[src/rtl/diff_scan_ctrl.sv]
// Multi-cycle diff-scan sequencer: latches an operand pair and streams every
// differing bit position (LSB first) on a valid/ready port, then reports a count.
module diff_scan_ctrl #(
    parameter int WIDTH    = 32,
    parameter int POSW     = 6,
    parameter int MAX_HITS = 32
) (
    input  logic             clk,
    input  logic             rst,
    input  logic             start,
    input  logic [WIDTH-1:0] a_in,
    input  logic [WIDTH-1:0] b_in,
    output logic             busy,
    output logic             pos_valid,
    input  logic             pos_ready,
    output logic [POSW-1:0]  pos,
    output logic             done,
    output logic [POSW-1:0]  count
);

    localparam int IDXW = $clog2(WIDTH);

    typedef enum logic [1:0] {
        IDLE = 2'd0,
        SCAN = 2'd1,
        EMIT = 2'd2,
        FIN  = 2'd3
    } state_t;

    state_t           state;
    state_t           state_nxt;
    logic [WIDTH-1:0] a_reg;
    logic [WIDTH-1:0] b_reg;
    logic [WIDTH-1:0] diff_x;
    logic [POSW-1:0]  diff_pos;
    logic             diff_eq;
    logic             load;
    logic             present;
    logic             accept;

    // Saturating increment: count stops at MAX_HITS and never wraps.
    function automatic logic [POSW-1:0] sat_inc(input logic [POSW-1:0] c);
        if (c >= POSW'(MAX_HITS)) begin
            return c;
        end
        return c + POSW'(1);
    endfunction

    // Combinational diff unit, fed only from the latched operands.
    assign diff_x  = a_reg ^ b_reg;
    assign diff_eq = (diff_x == '0);

    always_comb begin
        diff_pos = '0;
        for (int i = WIDTH - 1; i >= 0; i--) begin
            if (diff_x[i]) begin
                diff_pos = POSW'(i);
            end
        end
    end

    always_ff @(posedge clk) begin
        if (rst) begin
            state <= IDLE;
        end else begin
            state <= state_nxt;
        end
    end

    always_comb begin
        state_nxt = state;
        load      = 1'b0;
        present   = 1'b0;
        accept    = 1'b0;
        case (state)
            IDLE: begin
                if (start) begin
                    load      = 1'b1;
                    state_nxt = SCAN;
                end
            end
            SCAN: begin
                if (diff_eq || (count == POSW'(MAX_HITS))) begin
                    state_nxt = FIN;
                end else begin
                    present   = 1'b1;
                    state_nxt = EMIT;
                end
            end
            EMIT: begin
                if (pos_valid && pos_ready) begin
                    accept    = 1'b1;
                    state_nxt = SCAN;
                end
            end
            FIN: begin
                state_nxt = IDLE;
            end
            default: begin
                state_nxt = IDLE;
            end
        endcase
    end

    // Clearing the accepted difference in b_reg lets the next SCAN find the next-higher bit.
    always_ff @(posedge clk) begin
        if (rst) begin
            a_reg     <= '0;
            b_reg     <= '0;
            pos       <= '0;
            pos_valid <= 1'b0;
            count     <= '0;
        end else begin
            if (load) begin
                a_reg <= a_in;
                b_reg <= b_in;
                count <= '0;
            end
            if (present) begin
                pos       <= diff_pos;
                pos_valid <= 1'b1;
            end
            if (accept) begin
                b_reg[pos[IDXW-1:0]] <= a_reg[pos[IDXW-1:0]];
                count                <= sat_inc(count);
                pos_valid            <= 1'b0;
            end
        end
    end

    assign busy = (state != IDLE);
    assign done = (state == FIN);

endmodule

[config.mk]
export PLATFORM = sky130hd
export DESIGN_NAME = diff_scan_ctrl
export DESIGN_NICKNAME = d
export VERILOG_FILES = /design/src/rtl/diff_scan_ctrl.sv
export SDC_FILE = /design/constraint.sdc
export NUM_CORES = 1
export LEC_CHECK = 0
export BUFFER_PORTS_ARGS = -buffer_cell sky130_fd_sc_hd__buf_2
export CAP_MARGIN = 15
export CORE_MARGIN = 1.5
export CORE_UTILIZATION = 60
export CTS_CLUSTER_DIAMETER = 50
export CTS_CLUSTER_SIZE = 12
export DETAILED_ROUTE_END_ITERATION = 10
export GPL_ROUTABILITY_DRIVEN = 0
export MAX_ROUTING_LAYER = met4
export PLACE_DENSITY = 0.86
export SYNTH_ARGS = -nofsm -noshare
export SYNTH_HDL_FRONTEND = slang
export SYNTH_SLANG_ARGS = --single-unit
[constraint.sdc]
create_clock -name clk -period 6.3 [get_ports clk]
set_clock_uncertainty 0.05 [all_clocks]
set_input_delay 0 -clock clk [delete_from_list [all_inputs] [get_ports clk]]
set_output_delay 0 -clock clk [all_outputs]
set_load 0.05 [all_outputs]
======== After elaboration in Yosys (flattened, before gate mapping) ========
Index checks and enable logic that the tools add are counted.
storage, ports and cells
  register bits ........................... 79
  output and inout bits ................... 15
  input port bits ......................... 68
  logic and storage cells ................. 84
cells by class
  magnitude comparators ................... 3
  add/subtract/negate cells ............... 1
  multiplexer cells ....................... 56
  reductions and logical operators ........ 10
  bitwise logic cells ..................... 1
  equality and inequality tests ........... 7
operators with widths
  cell                                                                          number
  6-bit two-way mux                                                             34
  32-bit two-way mux                                                            3
  32-bit bitwise mux                                                            1
  32-bit logical NOT                                                            1
  32-bit XOR                                                                    1
  1-bit two-way mux                                                             12
  2-bit one-hot mux with 4 select lines                                         1
  6-bit by 1-bit adder with 6-bit output, second input constant                 1
  6-bit == test, second input constant                                          1
  6-bit >= comparator, second input constant                                    1
  5-bit by 6-bit less-than comparator with 1-bit output, second input constant  1
  1-bit binary-select mux with 5-bit select                                     1
  1-bit demux with 5-bit select                                                 1
  5-bit by 1-bit >= comparator with 1-bit output, second input constant         1
  5-bit two-way mux                                                             1
  2-bit == test, second input constant                                          2
  2-bit two-way mux                                                             2
  2-bit inequality test, second input constant                                  2
  2-bit AND reduction                                                           2
  2-bit nonzero test                                                            2
  3-bit inequality test, second input constant                                  1
  2-bit by 1-bit == test with 1-bit output, second input constant               1
  1-bit logical AND                                                             2
  2-bit logical NOT                                                             1
  2 further kinds                                                               2

======== Depth between registers and ports, before layout ========
Gate-level depths: netlist of run 1.
  depth in word-level cells ............... 33
  mapped depth ............................ 9
  gate-level depth less buffers ........... 7

======== Least setup slack after synthesis of run 1 ========
OpenSTA, ideal clock, no wires.
  path kind ............................... reg2reg
  start point ............................. register pos[0]
  end point ............................... register b_reg[10]
  period minus slack after synthesis ...... 2.438 ns
  data required time ...................... 6.101 ns
  path slack .............................. 3.862 ns
  arrival time ............................ 2.239 ns
  buffers on the path ..................... 3
  library setup time ...................... 0.149 ns
  cell stages (with the launch flop) ...... 9
  cell sequence ........................... dfxtp_1 buf_6 mux4_2 a22o_1 a221oi_1 and3_1 buf_6 buf_8 a311oi_1
between the ends
  cells in the longest elaborated chain, start to end .. 6
  elaborated cells between the ends (all ways) .. 9
  those cells by class .................... 2 x order compare; 6 x mux; 1 x reduce/logical
RTL lines
  what                                                                                                                                           RTL line  RTL
  start: declaration                                                                                                                             16        output logic [POSW-1:0] pos,
  start signal: assignment                                                                                                                       120       pos <= diff_pos;
  5-bit by 6-bit less-than comparator with 1-bit output (implied by the code) or 5-bit by 1-bit >= comparator with 1-bit output (tied branches)  124       b_reg[pos[IDXW-1:0]] <= a_reg[pos[IDXW-1:0]];
  1-bit logical AND (implied by the code)                                                                                                        124
  1-bit two-way mux (implied by the code)                                                                                                        124
  1-bit demux with 5-bit select                                                                                                                  124
  32-bit bitwise mux *                                                                                                                           124
  32-bit two-way mux *                                                                                                                           123       if (accept) begin
  end signal: assignment                                                                                                                         116       b_reg <= b_in;
  end signal: indexed assignment                                                                                                                 124
  end: declaration                                                                                                                               33        logic [WIDTH-1:0] b_reg;
Every way passes the cells marked *; elsewhere a longest branch is shown, timed or not. The select of a mux whose other input is x is not followed.
A chain may end at the register's enable or synchronous reset.

======== Final worst setup path of run 1 ========
  start point ............................. register pos[0]
  end point ............................... register b_reg[0]
Same word-level chain as after synthesis.

==> reports/results.tsv, run 1 <==
metric	value	unit
syn_avg_cell_area	8.748	sq um
rsz0062_at_grt	no	
cts_resized	0	
num_rows	30	
cts_hold_buf	34	
crit_required	6450	ps
final-hold-violation-count	0	
die_w	87.87	um
wl_per_cell	17.80	um
post_cts_buffers	0	
tns	0	ps
drive_above_1_share	20.44	%
synthCells	494	
area_growth_syn_to_layout	21.74	%
hold_class	primary input to register	
syn-num-nets	564	
synth-seq-cells	78	
via_per_inst	6.324	
drcViolationCount	0	
antenna_cells	0	
place_inst	632	
finish.utilization	76.59	%
grt_util_all_layers	33.91	%
synth_top_area_cell	dfxtp_1	
syn_area	4322	sq um
yosys_warnings	0	
final_cells	683	
setup_viol	0	
synth_edf_count	0	
ios	83	
overflow	0	
cp_max_fo	22	
cts.sinks	78	
initial_utilization	62.91	%
synthTopCellsByCount	nand2_1 (80), dfxtp_1 (78), a21oi_1 (40)	
period_share	46.15	%
power.density	259.0	nW/um^2
synth_cell_type_count	56	
grt_antenna_before_repair	0	
port_buffers	81	
synth.most_common_cell	nand2_1	
grt_max_degree	80	
clkTransAtPathRegs	80	ps
ys_async_sr_fraction	0	%
status	completed	
period_needed	2908	ps
netlist.area_leader.share	36.13	%
worstSetupPathType	register to register	
dieArea	7721	sq um
die_h	87.87	um
worstSkewPairLatency	350	ps
yosysSeqAreaShare	36.13	%
cts_made_buffers	9	
root_buffer	clkbuf_8	
vias	4319	
cap_violations	0	
leakagePower	0.001995	uW
fmax	343.9	MHz
drt_first_pass_iters	6	
htreeDepth	3	
tightest_slew	800.0	ps
slew_violations	0	
antenna_left	0	
ir_drop	0.0001520	V
ys.flop_type	dfxtp_1	
power	1363	uW
end_kind	register	
grt_pass1_vias	3938	
detail_route.iter0.violations	415	
cp.arrival	3060	ps
startpoint_type	register	
slew_headroom	46.66	%
core_area	6869	sq um
cts_buffer_depth	2	
cts_tree	done	
drt-total-wl	12.16	mm
grt_pass1_wl	19.54	mm
ys_top_cells_by_area	dfxtp_1 (36%), nand2_1 (6.9%), a221oi_1 (6.9%), a311oi_1 (6.5%), xnor2_1 (6.5%)	
nets	652	
dp_hpwl	7.924	mm
-- cell type report --
type	instances	area, sq um
inverter	4	15.01
fill	479	1608
sequential	78	1562
tap	96	120.1
multi-input combinational	368	2530
clock inverter	5	82.58
clock buffer	11	141.4
timing repair buffer	121	810.8
-- stage by stage --
stage	instance area, sq um	hold WS, ps	worst slack, ps
global placement	4669	191.3	3196
floorplan	4322	85.97	3862
finish	5261	0.2803	3392
global route	5261	16.98	3235
CTS	5234	1.566	3030
detailed placement	4669	197.3	3025
-- report_power, final --
part	internal [uW]	switching, uW	leakage (uW)
combinational	161	204	0.00124
sequential	530	48.3	0.000639
clock	235	184	0.000113
-- layout by cell type (no fill, tap or decap), types with 3 or more instances in the layout --
master | synthesis | routed
buf_2 | 6 | 81
nand2_1 | 80 | 80
dfxtp_1 | 78 | 78
a21oi_1 | 40 | 40
and2_1 | 39 | 38
a221oi_1 | 34 | 34
dlygate4sd3_1 | 0 | 34
xnor2_1 | 32 | 32
a311oi_1 | 32 | 32
nand4_1 | 12 | 12
nor2_1 | 11 | 11
clkbuf_8 | 0 | 10
xor2_1 | 8 | 8
nand2b_1 | 7 | 7
nor3_1 | 9 | 7
mux4_2 | 7 | 7
o21ai_0 | 5 | 5
buf_4 | 1 | 5
inv_1 | 4 | 4
and3_1 | 4 | 4
nand4b_1 | 3 | 3
nor3_2 | 1 | 3
nor3b_2 | 3 | 3
a211oi_1 | 3 | 3
o211ai_1 | 3 | 3
a31oi_1 | 3 | 3
-- cell families after synthesis --
family | synth area share, %
AOI/OAI and AO/OA | 22.93
other | 0.08677
adders and majority gates | 0.5789
DFF | 36.13
muxes | 4.748
buffers and inverters | 5.588
and+or+nand+nor | 21.83
xor gates and xnor gates | 8.107
-- worst max-delay path, cell delays in order, from the launching register on --
cell and delay [ps]:
dfxtp_1 700, mux4_1 630, a22o_1 250, a221oi_1 230, and3_1 550, buf_16 220, a311oi_1 110
-- layer usage --
metal / track usage [%] / part of all wire (%)
met3: 8.011 / 10
met5: - / 0
met2: 51.84 / 47
met4: 11.11 / 2.4
met1: 44.23 / 40
-- path summary, 6_finish.rpt --
kind	cells past startpoint	endpoint	slack, ps	startpoint
worst max-delay path	6	b_reg[0]	3390	pos[0]
worst min-delay path	3	b_reg[23]	0.3	b_in[23]
worst max register to register	6	b_reg[0]	3390	pos[0]
worst min register to register	2	a_reg[1]	460	a_reg[1]
(Power assumes the default switching activity.)
==> run 2: changes to the inputs <==
--- a/config.mk
+++ b/config.mk
@@ -8,13 +8,13 @@
 export BUFFER_PORTS_ARGS = -buffer_cell sky130_fd_sc_hd__buf_2
 export CAP_MARGIN = 15
 export CORE_MARGIN = 1.5
-export CORE_UTILIZATION = 60
+export CORE_UTILIZATION = 56
 export CTS_CLUSTER_DIAMETER = 50
 export CTS_CLUSTER_SIZE = 12
 export DETAILED_ROUTE_END_ITERATION = 10
 export GPL_ROUTABILITY_DRIVEN = 0
 export MAX_ROUTING_LAYER = met4
-export PLACE_DENSITY = 0.86
+export PLACE_DENSITY = 0.81
 export SYNTH_ARGS = -nofsm -noshare
 export SYNTH_HDL_FRONTEND = slang
 export SYNTH_SLANG_ARGS = --single-unit
==> constraint.sdc (replaced) <==
create_clock -name clk -period 3 [get_ports clk]
set_clock_uncertainty 0.05 [all_clocks]
set_input_delay 0 -clock clk [delete_from_list [all_inputs] [get_ports clk]]
set_output_delay 0 -clock clk [all_outputs]
set_load 0.05 [all_outputs]
==> run 2 against run 1 <==
The flow now finishes with violations (negative hold slack). Routed wire length increased by 1.1%. Sequential power increased by 110%. Flip-flop and latch count unchanged. Via count decreased by 1.0%. Total power increased by 97%. Final area increased by 0.19%. Largest power group unchanged.
==> reports/results.tsv, run 2 (same netlist as run 1, synthesis figures left out) <==
metric	value	unit
status	finished with violations	
violations	negative hold slack	
min_from	b_in[7]	
drive_above_1_share	21.11	%
ff2ff_path_depth	7	
clkPwrFrac	26.2	%
nets	662	
regToRegSetupSlack	520	ps
grt_util_all_layers	31.52	%
min_path_cells	3	
p_comb_share	28.6	%
htreeDepth	3	
detail_route.iter0.violations	353	
cts_tree	done	
grt_pass1_wl	20.11	mm
end_kind	register	
area_growth_syn_to_layout	21.97	%
worstSkewPairLatency	370	ps
power	2679	uW
via_per_inst	6.141	
power.switching	904.3	uW
whs	-5.621	ps
cp.arrival	2640	ps
critical_path.most_common_cell	buf_4	
leakagePower	0.002007	uW
cts_buffer_depth	2	
ir_drop	0.0002748	V
switching_share	33.76	%
post_cts_buffers	0	
dp_hpwl	8.373	mm
crit_required	3150	ps
wl_per_cell	17.66	um
dpl_cell_area	4733	sq um
core_area	7370	sq um
grt_pass1_vias	4114	
tightest_slew	1033	ps
cpMaxStageDelayCell	mux4_2	
p_seq_share	45.2	%
cp_max_fo	20	
power.density	508.1	nW/um^2
final-hold-violation-count	3	
final_common_cell	buf_2	
antenna_cells	0	
postLayoutCellArea	5271	sq um
root_buffer	clkbuf_8	
rr_startpoint	pos[0]	
port_buffers	81	
rsz0062_at_grt	no	
antenna_left	0	
holdPathEnd	b_reg[7]	
period_needed	2485	ps
slew_violations	0	
p_int	1774	uW
place_inst	643	
hold_class	primary input to register	
overflow	0	
tns	0	ps
startpoint_type	register	
r2r-end	b_reg[27]	
dieArea	8253	sq um
die_w	90.85	um
clkTransAtPathRegs	80	ps
final_cells	696	
num_rows	31	
crit_path_cell_trace	buf_4, mux4_2, a22o_1, a221oi_1, and3_1, buf_4, a311oi_1	
ios	83	
grt_antenna_before_repair	0	
initial_utilization	58.64	%
period_share	82.83	%
grt_max_degree	66	
vias	4274	
cap_violations	0	
layout_common_cells	buf_2 (81), nand2_1 (80), dfxtp_1 (78)	
fmax	402.4	MHz
setup_viol	0	
drcViolationCount	0	
die_h	90.85	um
cts.sinks	78	
drt-total-wl	12.29	mm
cts_made_buffers	9	
slew_headroom	31.10	%
drt_first_pass_iters	5	
slowest_delay	510	ps
worstSetupPathType	register to register	
==> run 2: worst max-delay path, delay by kind of cell, from the launching register on <==
kind,cells,cell delay (ps)
mux,1,510
flops,1,480
buf+inv,2,500
compound gates,3,530
simple gates,1,230
==> run 2: power by group through the flow <==
| stage | combinational [uW] | sequential, uW | clock [uW] |
|---|---|---|---|
| 6_report | 767 | 1210 | 702 |
| 5_1_grt | 835 | 1220 | 754 |
| 4_1_cts | 753 | 1210 | 708 |
| 3_5_place_dp | 712 | 1230 | 0 |
| 3_3_place_gp | 693 | 1230 | 0 |
| 2_1_floorplan | 556 | 1210 | 0 |
==> run 2: what timing repair did <==
action | in CTS | in global routing
gates resized for setup | 0 | 0
hold endpoints to repair | 38 | 0
hold buffers | 37 | 0
==> run 2: per-layer routing <==
layer / routed length [um] / global-route usage (%) / vias up
met1: 5229 / 40.69 / 2008
met3: 860 / 5.808 / 31
met2: 5872 / 47.93 / 200
met5: 0 / - / -
li1: - / - / 2035
met4: 331 / 14.45 / 0
==> run 2: how the worst max path moves through the flow <==
| stage | startpoint | end | depth (start not counted) |
|---|---|---|---|
| after floorplan | pos[0] | b_reg[10] | 8 |
| after global placement | pos[0] | b_reg[24] | 7 |
| after detailed placement | pos[0] | b_reg[27] | 7 |
| after CTS | pos[0] | b_reg[28] | 7 |
| after global routing | pos[0] | b_reg[28] | 7 |
| final | pos[0] | b_reg[27] | 7 |
==> run 2: layout make-up <==
type / count / area [sq um]
Clock inverter: 4 / 22.52
Fill cell: 598 / 2098
Multi-Input combinational cell: 368 / 2530
Timing Repair Buffer: 131 / 873.3
Sequential cell: 78 / 1562
Inverter: 4 / 15.01
Clock buffer: 12 / 145.1
Tap cell: 99 / 123.9
==> run 2: metrics by stage <==
step / util, % / hold slack (ps) / setup WS [ps]
2_1_floorplan: - / 85.97 / 562.4
3_3_place_gp: 64.23 / 190.4 / 643.2
3_5_place_dp: 64.23 / 194.9 / 553.3
4_1_cts: 71.53 / 0.6826 / 536.5
5_1_grt: 71.53 / 11.19 / 399.8
6_report: 71.53 / -5.621 / 515.2
